==> config.mk <==
export PLATFORM = sky130hd
export DESIGN_NAME = vga_timing_gen
export DESIGN_NICKNAME = d
export VERILOG_FILES = /design/src/rtl/vga_timing_gen.sv
export SDC_FILE = /design/constraint.sdc
export NUM_CORES = 1
export LEC_CHECK = 0
export ABC_AREA = 1
export CAP_MARGIN = 20
export CORE_UTILIZATION = 35
export DETAILED_ROUTE_END_ITERATION = 10
export PLACE_DENSITY_LB_ADDON = 0.12
export SYNTH_ARGS = -nofsm -noshare
export SYNTH_HDL_FRONTEND = slang
export SYNTH_SLANG_ARGS = --single-unit
==> constraint.sdc <==
create_clock -name clk -period 1.7 [get_ports clk]
set_input_delay 0.34 -clock clk [delete_from_list [all_inputs] [get_ports clk]]
set_output_delay 0.34 -clock clk [all_outputs]
set_load 0.01 [all_outputs]
==> src/rtl/vga_timing_gen.sv <==
// Parametrised VGA timing generator: pixel-tick divider, h/v counters, registered sync/blank decode.
// Optional `VGA_FRAME_COUNTER_EN adds a 16-bit frame counter output (frame_cnt).
module vga_timing_gen #(
  parameter int CLK_MHZ   = 50,
  parameter int PIXEL_MHZ = 25,
  parameter int H_ACTIVE  = 640,
  parameter int H_FRONT   = 16,
  parameter int H_SYNC    = 96,
  parameter int H_BACK    = 48,
  parameter int V_ACTIVE  = 480,
  parameter int V_FRONT   = 10,
  parameter int V_SYNC    = 2,
  parameter int V_BACK    = 33,
  parameter int HSYNC_POL = 0,
  parameter int VSYNC_POL = 0,
  parameter int W_X       = $clog2(H_ACTIVE + H_FRONT + H_SYNC + H_BACK),
  parameter int W_Y       = $clog2(V_ACTIVE + V_FRONT + V_SYNC + V_BACK)
) (
  input  logic           clk,
  input  logic           rst_n,
  input  logic           en,
  output logic           hsync,
  output logic           vsync,
  output logic           display_on,
  output logic [W_X-1:0] hpos,
  output logic [W_Y-1:0] vpos,
  output logic           pixel_clk,
  output logic           line_start,
  output logic           frame_start
`ifdef VGA_FRAME_COUNTER_EN
  ,
  output logic [15:0]    frame_cnt
`endif
);

  localparam int H_TOTAL = H_ACTIVE + H_FRONT + H_SYNC + H_BACK;
  localparam int V_TOTAL = V_ACTIVE + V_FRONT + V_SYNC + V_BACK;
  localparam int DIV     = (PIXEL_MHZ > 0) ? CLK_MHZ / PIXEL_MHZ : 1;
  localparam int W_D     = (DIV > 1) ? $clog2(DIV) : 1;

  localparam logic [W_D-1:0] DIV_LAST = W_D'(DIV - 1);
  localparam logic [W_X-1:0] H_LAST   = W_X'(H_TOTAL - 1);
  localparam logic [W_Y-1:0] V_LAST   = W_Y'(V_TOTAL - 1);
  localparam logic           HS_ON    = (HSYNC_POL != 0);
  localparam logic           VS_ON    = (VSYNC_POL != 0);

  generate
    if (PIXEL_MHZ < 1 || CLK_MHZ < PIXEL_MHZ || (CLK_MHZ % PIXEL_MHZ) != 0) begin : g_bad_ratio
      $error("vga_timing_gen: CLK_MHZ must be a positive multiple of PIXEL_MHZ");
    end
  endgenerate

  function automatic logic hsync_at(input logic [W_X-1:0] h);
    return (int'(h) >= H_ACTIVE + H_FRONT && int'(h) < H_ACTIVE + H_FRONT + H_SYNC) ? HS_ON : ~HS_ON;
  endfunction

  function automatic logic vsync_at(input logic [W_Y-1:0] v);
    return (int'(v) >= V_ACTIVE + V_FRONT && int'(v) < V_ACTIVE + V_FRONT + V_SYNC) ? VS_ON : ~VS_ON;
  endfunction

  function automatic logic active_at(input logic [W_X-1:0] h, input logic [W_Y-1:0] v);
    return (int'(h) < H_ACTIVE) && (int'(v) < V_ACTIVE);
  endfunction

  logic [W_D-1:0] div_cnt;
  logic [W_D-1:0] div_nxt;
  logic [W_X-1:0] h_nxt;
  logic [W_Y-1:0] v_nxt;
  logic           tick;
  logic           line_hit;
  logic           frame_hit;

  always_comb begin
    tick    = en && (div_cnt == DIV_LAST);
    div_nxt = (div_cnt == DIV_LAST) ? '0 : div_cnt + W_D'(1);
    h_nxt   = hpos + W_X'(1);
    v_nxt   = vpos;
    if (hpos == H_LAST) begin
      h_nxt = '0;
      v_nxt = (vpos == V_LAST) ? '0 : vpos + W_Y'(1);
    end
    line_hit  = tick && (h_nxt == '0);
    frame_hit = line_hit && (v_nxt == '0);
  end

  // Outputs are decoded from the next position so they stay aligned with hpos/vpos.
  always_ff @(posedge clk or negedge rst_n) begin
    if (!rst_n) begin
      div_cnt     <= '0;
      hpos        <= H_LAST;
      vpos        <= V_LAST;
      hsync       <= ~HS_ON;
      vsync       <= ~VS_ON;
      display_on  <= 1'b0;
      pixel_clk   <= 1'b0;
      line_start  <= 1'b0;
      frame_start <= 1'b0;
    end else begin
      pixel_clk   <= tick;
      line_start  <= line_hit;
      frame_start <= frame_hit;
      if (en) begin
        div_cnt <= div_nxt;
      end
      if (tick) begin
        hpos       <= h_nxt;
        vpos       <= v_nxt;
        hsync      <= hsync_at(h_nxt);
        vsync      <= vsync_at(v_nxt);
        display_on <= active_at(h_nxt, v_nxt);
      end
    end
  end

`ifdef VGA_FRAME_COUNTER_EN
  always_ff @(posedge clk or negedge rst_n) begin
    if (!rst_n) begin
      frame_cnt <= '0;
    end else if (frame_hit) begin
      frame_cnt <= frame_cnt + 16'd1;
    end
  end
`endif

endmodule
==> summary.txt, run 1 <==
Setup path
  – Cell depth of the worst setup path: 12
  – CP Class: reg -> reg
  – Worst path most repeated cell: nand2_1
  – Req. time, crit path: 1.88 ns
  – CP delay by family, top: simple AND/OR/NAND/NOR gates
  – Max FO, Critical Path: 5
  – Worst path bufs/invs: 2
  – WP data arrival: 2.10 ns
  – Max stage delay on crit path: 0.61 ns
  – Worst reg2reg path depth: 12
  – Worst-path cell chain: buf_4 -> nand2_2 -> nor2_4 -> nand3_2 -> nor2_4 -> nand3_2 -> o21ai_4 -> nand2_1 -> nor2_2 -> inv_1 -> nand2_1 -> nand2_1
  – Setup crit start kind: flip-flop
  – Kind of end point of the critical path: flip-flop
  – Critical-path top delay cell: dfstp_2

Floorplan
  – Initial core utilization: 36.6%
  – # rows: 26
  – I/O Pins: 29
  – Die width: 75.4 µm
  – Core box area: 0.00514 mm²
  – Die Ht: 75.4 µm
  – Die Area: 0.00568 mm²

Timing
  – Final min period: 1.91 ns
  – Unrepaired setup endpoints after global routing: yes
  – Worst rel slew slack: 73.8%
  – Slew @ Worst Pin: 0.390 ns
  – Setup ws final: -0.213 ns
  – Fin Setup TNS: -0.664 ns
  – Max Slew Vio Count: 0
  – Peak Freq: 523 MHz
  – Final Hold Vio Count: 0
  – Clock Skews: 0.00741 ns
  – Final period utilization: 113%
  – # setup viols final: 6

Final layout
  – Fillers: 512
  – Nets: 385
  – Footprint of the multi-input gates: 0.00125 mm²
  – Post-layout util: 59.0%
  – Syn-to-layout area delta: 61.0%
  – Reg area: 692 µm²
  – N_diodes: 0
  – Fraction of layout cells with a size suffix above 1: 40.1%

Placed design
  – Place WS: -0.239 ns
  – Final weighted congestion in routability-driven placement: 0.851
  – Dpl hpwl: 4.11 mm
  – I/O Buffers: 28

CTS
  – Clock Latency Late Sink: 0.29 ns
  – H-tree depth: 1
  – CTS tree: yes
  – Num CTS Buffers: 3
  – Clk buf depth: 2
  – Reg clk slew, reported paths: 0.11 ns
  – Clk root buf: clkbuf_8
  – Clk sinks: 27

Synthesis
  – Mapped Nets: 288
  – Ys Warns: 0
  – Syn Inst Count: 281
  – Average size of a mapped cell: 6.70 µm²
  – Ys async rst share: 100%
  – Number of synthesized flops with an enable pin: 0
  – Synth Register Bits: 27
  – Post-synthesis sequential area ratio: 36.7%
  – Mapped Area: 0.00188 mm²
  – Synth Flop Type: dfrtp_1
  – Synth cell types: 32

Detailed routing
  – Vias per cell: 4.75
  – First-pass DRT Iterations: 4
  – Avg WL per Cell: 13.0 µm
  – Routed WL: 5.83 mm
  – DRC errors left: 0
  – Post-DRT Antenna Nets: 0
  – DR vias: 2125
  – DRT iter0 DRCs: 166

Global route
  – Gr ovfl total: 0
  – Global-route wire length before repair: 9.15 mm
  – Total GRT Usage: 21.7%
  – Met2 GRT Util: 33.3%
  – Largest net degree at the start of global routing: 28
  – Global routing usage on met3: 2.12%
  – Met1 Usage GRT: 32.9%
  – Grt peak-use layer: met2
  – Vias in the first global route: 1848
  – Initial antenna violation count: 0

Run
  – Max_cap viols: 0

Pwr
  – Leak: 1.52 nW
  – Worst vdd ir: 561 µV
  – PwrDens: 1040 mW/mm²
  – Tot Pwr: 3.15 mW

Worst hold path
  – Hold Crit Class: in -> async

Run status
  – Failing checks: negative setup slack
  – Status: finished with violations
-- worst reg2reg max path: cells and delay by family, from the launching register on --
kind | cells | cell delay [ns]
and+or+nand+nor | 9 | 0.92
DFF | 1 | 0.61
buffers and inverters | 2 | 0.19
AOI/OAI and AO/OA | 1 | 0.09
-- flip-flops by register name, indices dropped and copies added, names as in the netlist --
name,cells
line_start,1
pixel_clk,1
frame_start,1
hsync,1
hpos,10
vsync,1
div_cnt,1
display_on,1
vpos,10
-- layout make-up --
| class | count | share of cell area [%] |
|---|---|---|
| tap | 70 | 2.89 |
| clock buffer | 3 | 1.36 |
| clock inverter | 1 | 0.165 |
| multi-input combinational | 214 | 41.3 |
| timing repair buffer | 100 | 27.5 |
| inverter | 32 | 3.96 |
| sequential | 27 | 22.8 |
-- cell usage in the layout (no fill, tap or decap), types with 10 or more instances in the layout --
cell type      synthesis  routed
dfrtp_1               15      14
inv_1                 29      29
nand3_1               27      18
dlygate4sd2_1          0      13
nand3_2                2      10
nand2_2                4      16
dfstp_2               12      12
nor2_1                28      24
buf_4                  0      68
nand2_1               94      79
o21ai_0               18      10
-- timing repair --
item	CTS	global route
hold buffers	0	0
resized for setup	30	49
gates cloned	0	0
pin swaps	7	11
hold endpoints to repair	0	0
buffers inserted	12	9
setup endpoints to repair	27	19
-- metal layers --
metal / share of wire (%) / up-vias / routed length, µm
met5: 0 / - / 0
met4: 0.77 / 0 / 45
met3: 4.9 / 4 / 284
met2: 45 / 54 / 2630
met1: 49 / 979 / 2870
li1: - / 1088 / -
-- report_power, final --
part,switching [mW],internal (mW),total (mW)
sequential,0.141,0.845,0.985
combinational,0.896,0.868,1.76
clock,0.236,0.165,0.401
-- cells in the mapped netlist, types with 2 or more instances --
master	n	area share (%)
a21oi_1	5	1.3
buf_1	2	0.40
buf_2	3	0.80
buf_6	2	1.2
dfrtp_1	15	20
dfstp_2	12	17
ha_1	4	2.7
inv_1	29	5.8
inv_2	3	0.60
nand2_1	94	19
nand2_2	4	1.3
nand3_1	27	7.2
nand3_2	2	1.1
nand4_1	6	2.0
nor2_1	28	5.6
nor2_2	9	3.0
nor3_1	3	0.80
nor3_2	2	1.1
o21ai_0	18	4.8
-- cell families after synthesis --
logic type	share of synthesized area, %
compound gates	7.97
xor+xnor	0.930
fa+ha+maj	2.66
buf+inv	8.97
flops	36.7
simple gates	42.8
-- through the flow --
stage               std cells  cell area, µm²  hold WS, ns
finish                    447            3030        0.431
floorplan                 281            1930       0.0444
CTS                       438            2820        0.450
global route              447            3030        0.466
detailed placement        422            2650        0.476
global placement          422            2650        0.473
-- final timing paths --
path | startpoint | endpoint | slack (ns)
worst min register to register | display_on$_DFFE_PN0P_ | display_on$_DFFE_PN0P_ | 0.50
worst max-delay path | hpos[2]$_DFFE_PN1P_ | display_on$_DFFE_PN0P_ | -0.21
min in group clk | display_on$_DFFE_PN0P_ | display_on$_DFFE_PN0P_ | 0.50
worst min-delay path | rst_n | hpos[6]$_DFFE_PN0P_ | 0.43
max in group asynchronous | rst_n | vpos[9]$_DFFE_PN1P_ | 0.95
worst max register to register | hpos[2]$_DFFE_PN1P_ | display_on$_DFFE_PN0P_ | -0.21
No activity file was read; power rests on OpenSTA's default activity.
==> inputs of run 2 (changes only) <==
CORE_ASPECT_RATIO = 1.25   (was default)
==> summary.txt, run 2 (synthesis results as in run 1) <==
Timing
  – Final period utilization: 109% (was 113%)
  – Clock Skews: 0.00227 ns (was 0.00741 ns)
  – # setup viols final: 6 (unchanged)
  – Setup ws final: -0.155 ns (was -0.213 ns)
  – Final min period: 1.86 ns (was 1.91 ns)
  – Final Hold Vio Count: 0 (unchanged)
  – Worst rel slew slack: 75.3% (was 73.8%)
  – Fin Setup TNS: -0.480 ns (was -0.664 ns)
  – Peak Freq: 539 MHz (was 523 MHz)
  – Unrepaired setup endpoints after global routing: yes (unchanged)
  – Max Slew Vio Count: 0 (unchanged)
  – Slew @ Worst Pin: 0.370 ns (was 0.390 ns)

Detailed routing
  – DR vias: 2098 (was 2125)
  – Post-DRT Antenna Nets: 0 (unchanged)
  – Routed WL: 5.63 mm (was 5.83 mm)
  – Avg WL per Cell: 13.1 µm (was 13.0 µm)
  – Vias per cell: 4.87 (was 4.75)
  – DRT iter0 DRCs: 92 (was 166)
  – DRC errors left: 0 (unchanged)
  – First-pass DRT Iterations: 4 (unchanged)

Placed design
  – Place WS: -0.199 ns (was -0.239 ns)
  – Dpl hpwl: 4.18 mm (was 4.11 mm)
  – Placed cells: 414 (was 422)
  – Final weighted congestion in routability-driven placement: 0.882 (was 0.851)
  – I/O Buffers: 28 (unchanged)

CTS
  – Clock Latency Late Sink: 0.27 ns (was 0.29 ns)
  – Hold buffer count at CTS: 0 (unchanged)
  – H-tree depth: 1 (unchanged)
  – Clk sinks: 27 (unchanged)
  – Clk root buf: clkbuf_8 (unchanged)
  – Clk buf depth: 2 (unchanged)
  – Reg clk slew, reported paths: 0.09 ns (was 0.11 ns)
  – Num CTS Buffers: 3 (unchanged)
  – CTS tree: yes (unchanged)

Global route
  – Global-route wire length before repair: 9.49 mm (was 9.15 mm)
  – Initial antenna violation count: 0 (unchanged)
  – Total GRT Usage: 21.9% (was 21.7%)
  – Gr ovfl total: 0 (unchanged)
  – Vias in the first global route: 2105 (was 1848)
  – Largest net degree at the start of global routing: 28 (unchanged)

Floorplan
  – Die width: 67.6 µm (was 75.4 µm)
  – Core box area: 0.00512 mm² (was 0.00514 mm²)
  – # rows: 29 (was 26)
  – Die Ht: 84.0 µm (was 75.4 µm)
  – Die Area: 0.00568 mm² (about the same)
  – I/O Pins: 29 (unchanged)
  – Initial core utilization: 36.8% (was 36.6%)

Pwr
  – Switch share: 39.1% (was 40.4%)
  – P_int: 1.76 mW (was 1.88 mW)
  – Part of the power in registers: 34.1% (was 31.3%)
  – PwrDens: 998 mW/mm² (was 1040 mW/mm²)
  – Leak: 1.44 nW (was 1.52 nW)
  – Switch Pwr: 1.13 mW (was 1.27 mW)
  – Tot Pwr: 2.89 mW (was 3.15 mW)
  – Power share of the combinational group: 53.0% (was 56.0%)
  – Worst vdd ir: 708 µV (was 561 µV)
  – Clk pwr share: 13.0% (was 12.7%)

Setup path
  – Worst path most repeated cell: nand2_1 (unchanged)
  – CP delay by family, top: simple AND/OR/NAND/NOR gates (unchanged)
  – Cell depth of the worst setup path: 10 (was 12)
  – Worst reg2reg path depth: 10 (was 12)
  – Worst path bufs/invs: 1 (was 2)
  – Kind of end point of the critical path: flip-flop (unchanged)
  – WP data arrival: 2.03 ns (was 2.10 ns)
  – Worst-path cell chain: ha_4 -> nand2_2 -> nor2_4 -> nand4_1 -> o21ai_2 -> nand3_1 -> nor2_2 -> inv_1 -> nand2_1 -> nand2_1 (was buf_4 -> nand2_2 -> nor2_4 -> nand3_2 -> nor2_4 -> nand3_2 -> o21ai_4 -> nand2_1 -> nor2_2 -> inv_1 -> nand2_1 -> nand2_1)
  – Critical-path top delay cell: dfstp_2 (unchanged)
  – Setup crit start kind: flip-flop (unchanged)
  – CP Class: reg -> reg (unchanged)
  – Max FO, Critical Path: 4 (was 5)
  – Req. time, crit path: 1.88 ns (about the same)
  – Max stage delay on crit path: 0.59 ns (was 0.61 ns)

Final layout
  – Most common cell after layout, fill and taps aside: nand2_1 (unchanged)
  – Fraction of layout cells with a size suffix above 1: 36.0% (was 40.1%)
  – Commonest non-fill, non-tap cells in the layout: nand2_1, buf_4, inv_1, nor2_1, nand3_1 (unchanged)
  – Nets: 377 (was 385)
  – Final non-filler cell total: 431 (was 447)
  – Syn-to-layout area delta: 53.7% (was 61.0%)
  – Largest registers: hpos (10), vpos (10) (unchanged)
  – N_diodes: 0 (unchanged)
  – Post-layout util: 56.6% (was 59.0%)

Run status
  – Failing checks: negative setup slack (unchanged)
  – Status: finished with violations (unchanged)

Worst hold path
  – Hold Crit Class: in -> async (unchanged)

Run
  – Max_cap viols: 0 (unchanged)
## run 2: changes by cell type in the layout (fill, tap and decap cells not counted), sizes merged
cell,change
clkdlybuf4s50,+3
clkinv,-1
dlygate4sd2,-2
dlymetal6s2s,+1
buf,-9
## run 2: worst register-to-register path: stages, from the launching register on
cell     delay, ns
dfstp_2       0.59
ha_4          0.17
nand2_2       0.06
nor2_4        0.11
nand4_1       0.23
o21ai_2       0.23
nand3_1       0.11
nor2_2        0.11
inv_1         0.05
nand2_1       0.05
nand2_1       0.04
## run 2: through the flow
stage          cell area, µm²  hold slack [ns]
4_1_cts                  2780            0.453
3_3_place_gp             2640            0.478
2_1_floorplan            1930           0.0444
6_report                 2890            0.436
3_5_place_dp             2640            0.473
5_1_grt                  2890            0.475
## run 2: layout make-up
cell class              count  area [µm²]
fillers                   526        2220
flip-flops and latches     27         694
inverters                  32         120
multi-input cells         214        1160
well taps                  62        77.6
repair buffers             92         792
clock buffers               4        45.0
## run 2: timing repair
| action | CTS | global route |
|---|---|---|
| pin swaps | 8 | 10 |
| setup buffers | 8 | 5 |
| resized for setup | 27 | 31 |
| setup endpoints to repair | 26 | 25 |
## run 2: worst paths after layout
kind                                          end  slack [ns]                   start
setup / recovery           display_on$_DFFE_PN0P_       -0.16     hpos[1]$_DFFE_PN1P_
hold / removal                pixel_clk$_DFF_PN0_        0.44                   rst_n
setup reg to reg           display_on$_DFFE_PN0P_       -0.16     hpos[1]$_DFFE_PN1P_
hold reg to reg            display_on$_DFFE_PN0P_        0.50  display_on$_DFFE_PN0P_
max in group asynchronous       vsync$_DFFE_PN1P_        0.94                   rst_n
min in group clk           display_on$_DFFE_PN0P_        0.50  display_on$_DFFE_PN0P_
## run 2: power by group through the flow
stage                     clock network, mW  logic, mW  registers, mW
after floorplan                           0      0.603           1.10
after global placement                    0       1.37           1.02
after detailed placement                  0       1.38           1.02
after CTS                             0.389       1.45          0.977
after global routing                  0.415       1.70          0.997
final                                 0.375       1.53          0.983
## run 2: layer usage
| metal | up-vias | track usage (%) | wire length [µm] |
|---|---|---|---|
| met2 | 40 | 38.3 | 2990 |
| met5 | - | 0 | 0 |
| met3 | 11 | 2.05 | 128 |
| li1 | 1071 | - | - |
| met1 | 976 | 26.5 | 2390 |
| met4 | 0 | 8.12 | 124 |
==> inputs of run 3 (changes only) <==
ABC_AREA = default   (was 1)
CORE_UTILIZATION = 49   (was 35)
==> summary.txt, run 3 <==
Run status
  – Status: finished with violations (unchanged)
  – Failing checks: design-rule violations, negative setup slack (was negative setup slack)

Setup path
  – Worst reg2reg path depth: 10 (unchanged)
  – R2R Path End: frame_start$_DFF_PN0_ (was display_on$_DFFE_PN0P_)
  – Critical Path Sink: frame_start$_DFF_PN0_ (was display_on$_DFFE_PN0P_)
  – Reg2reg setup slack: -0.52 ns (was -0.16 ns)
  – Max FO, Critical Path: 3 (was 4)
  – Req. time, crit path: 1.89 ns (was 1.88 ns)
  – CP Class: reg -> reg (unchanged)
  – Setup crit start kind: flip-flop (unchanged)
  – Critical path origin: hpos[0]$_DFFE_PN1P_ (was hpos[1]$_DFFE_PN1P_)
  – WP data arrival: 2.41 ns (was 2.03 ns)
  – Critical R2R Launch: hpos[0]$_DFFE_PN1P_ (was hpos[1]$_DFFE_PN1P_)
  – Kind of end point of the critical path: flip-flop (unchanged)

Detailed routing
  – DRT iter0 DRCs: 146 (was 92)
  – Vias per cell: 6.37 (was 4.87)
  – DR vias: 2281 (was 2098)
  – DRC errors left: 1 (was 0)
  – Routed WL: 7.09 mm (was 5.63 mm)
  – First-pass DRT Iterations: 11 (was 4)
  – Post-DRT Antenna Nets: 0 (unchanged)
  – Avg WL per Cell: 19.8 µm (was 13.1 µm)

Run
  – Max_cap viols: 0 (unchanged)

Synthesis
  – Syn Inst Count: 222 (was 281)
  – Mapped Nets: 229 (was 288)
  – Top cell type's share of synthesized area: 19.9% (unchanged)
  – Post-synthesis sequential area ratio: 36.7% (unchanged)
  – Ys async rst share: 100% (unchanged)
  – Synth Register Bits: 27 (unchanged)
  – Average size of a mapped cell: 8.48 µm² (was 6.70 µm²)
  – Mapped Area: 0.00188 mm² (unchanged)
  – Ys Warns: 0 (unchanged)
  – Synth Flop Type: dfrtp_1 (unchanged)
  – Post-synth top area cell: dfrtp_1 (unchanged)
  – Number of synthesized flops with an enable pin: 0 (unchanged)
  – Synth cell count leaders: nand2_1, nand3_1, nor2_1 (was nand2_1, inv_1, nor2_1)
  – Synth cell types: 50 (was 32)
  – Top cells by area, synth: dfrtp_1, dfstp_2, nand2_1 (was dfrtp_1, nand2_1, dfstp_2)
  – Most common cell in the netlist: nand2_1 (unchanged)

Global route
  – Vias in the first global route: 2204 (was 2105)
  – Global-route wire length before repair: 10.3 mm (was 9.49 mm)
  – Total GRT Usage: 32.7% (was 21.9%)
  – Initial antenna violation count: 0 (unchanged)
  – Largest net degree at the start of global routing: 28 (unchanged)
  – Gr ovfl total: 0 (unchanged)

Timing
  – Max Slew Vio Count: 0 (unchanged)
  – Setup ws final: -0.518 ns (was -0.155 ns)
  – Final period utilization: 130% (was 109%)
  – Worst rel slew slack: 75.2% (was 75.3%)
  – Peak Freq: 451 MHz (was 539 MHz)
  – Slew @ Worst Pin: 0.373 ns (was 0.370 ns)
  – Final Hold Vio Count: 0 (unchanged)
  – Unrepaired setup endpoints after global routing: yes (unchanged)
  – Clock Skews: 0.00606 ns (was 0.00227 ns)
  – Final min period: 2.22 ns (was 1.86 ns)
  – # setup viols final: 20 (was 6)

Floorplan
  – Die width: 57.4 µm (was 67.6 µm)
  – Die Ht: 71.3 µm (was 84.0 µm)
  – Core box area: 0.00357 mm² (was 0.00512 mm²)
  – # rows: 24 (was 29)
  – Die Area: 0.00410 mm² (was 0.00568 mm²)
  – I/O Pins: 29 (unchanged)
  – Initial core utilization: 52.7% (was 36.8%)

Final layout
  – Syn-to-layout area delta: 61.7% (was 53.7%)
  – Nets: 327 (was 377)
  – Fraction of layout cells with a size suffix above 1: 41.7% (was 36.0%)
  – Commonest non-fill, non-tap cells in the layout: buf_4, nand2_1, dlygate4sd2_1, nand3_1, dfrtp_1 (was nand2_1, buf_4, inv_1, nor2_1, nand3_1)
  – Post-layout util: 85.2% (was 56.6%)
  – Largest registers: hpos (10), vpos (10) (unchanged)
  – Most common cell after layout, fill and taps aside: buf_4 (was nand2_1)
  – N_diodes: 0 (unchanged)

CTS
  – CTS tree: yes (unchanged)
  – Reg clk slew, reported paths: 0.11 ns (was 0.09 ns)
  – Clk sinks: 27 (unchanged)
  – H-tree depth: 1 (unchanged)
  – Num CTS Buffers: 3 (unchanged)
  – Clk root buf: clkbuf_8 (unchanged)
  – Clk buf depth: 2 (unchanged)
  – Clock Latency Late Sink: 0.29 ns (was 0.27 ns)

Placed design
  – I/O Buffers: 28 (unchanged)
  – Final weighted congestion in routability-driven placement: 0.916 (was 0.882)
  – Dpl hpwl: 4.46 mm (was 4.18 mm)
  – Place WS: -0.442 ns (was -0.199 ns)

Pwr
  – Worst vdd ir: 1010 µV (was 708 µV)
  – Leak: 1.38 nW (was 1.44 nW)
  – PwrDens: 870 mW/mm² (was 998 mW/mm²)

Worst hold path
  – Hold Crit Class: in -> async (unchanged)
run 3: what timing repair did:
action,in CTS,in global routing
pin swaps,12,18
setup buffers,7,6
hold buffers,0,0
gates resized for setup,43,26
setup endpoints to repair,37,21
run 3: kinds of logic after synthesis:
kind of cell	count (synthesis)	share of synthesized area (%)
DFF	27	36.7
AOI/OAI and AO/OA	51	18.6
muxes	2	1.20
and+or+nand+nor	96	27.2
buffers and inverters	25	5.78
adders and majority gates	4	2.66
xor gates and xnor gates	17	7.91
run 3: worst min-delay path by stage:
stage | startpoint | to | slack [ns] | depth (start not counted)
after CTS | rst_n | vpos[4]$_DFFE_PN0P_ | 0.43 | 2
after detailed placement | div_cnt$_DFFE_PN0P_ | div_cnt$_DFFE_PN0P_ | 0.46 | 1
after floorplan | rst_n | display_on$_DFFE_PN0P_ | 0.04 | 0
final | rst_n | frame_start$_DFF_PN0_ | 0.42 | 2
after global placement | div_cnt$_DFFE_PN0P_ | div_cnt$_DFFE_PN0P_ | 0.45 | 1
after global routing | rst_n | vpos[5]$_DFFE_PN0P_ | 0.47 | 2
run 3: report_power, final:
| part | internal [mW] | switching [mW] | total, mW | leakage [nW] |
|---|---|---|---|---|
| Clock | 0.166 | 0.237 | 0.402 | 0.0255 |
| Sequential | 0.803 | 0.109 | 0.912 | 0.324 |
| Combinational | 0.606 | 0.726 | 1.33 | 1.03 |
| Total | 1.57 | 1.07 | 2.65 | 1.38 |
run 3: final cells by class:
| cell class | count | area, µm² |
|---|---|---|
| clock buffers | 3 | 41.3 |
| clock inverters | 1 | 5.00 |
| fillers | 194 | 529 |
| inverters | 6 | 22.5 |
| multi-input cells | 170 | 1310 |
| flip-flops and latches | 27 | 692 |
| well taps | 39 | 48.8 |
| repair buffers | 112 | 923 |
run 3: worst max-delay path: stages, from the launching register on:
cell and delay (ns):
dfstp_2 0.58, ha_4 0.14, nand4_1 0.09, buf_6 0.14, buf_4 0.14, buf_6 0.12
nor3_4 0.25, a211oi_1 0.12, a21o_1 0.20, nor4bb_1 0.15, and3_1 0.19
run 3: metal layers:
layer  vias up  routed length, µm  track usage [%]
met5         -                  0                0
met4         0                334             18.4
met3        35                547             4.15
met2       148               3730             59.7
met1      1093               2480             35.8
li1       1005                  -                -
run 3: stage by stage:
step | power (mW) | hold WS, ns | cell area [µm²] | std cells | TNS (ns)
final | 2.65 | 0.424 | 3040 | 358 | -4.93
after global routing | 2.74 | 0.475 | 3040 | 358 | -6.19
after CTS | 2.44 | 0.430 | 2900 | 352 | -3.89
after detailed placement | 2.01 | 0.459 | 2730 | 342 | -4.38
after global placement | 1.97 | 0.452 | 2730 | 342 | -3.16
after floorplan | 1.51 | 0.0444 | 1990 | 222 | -4.58
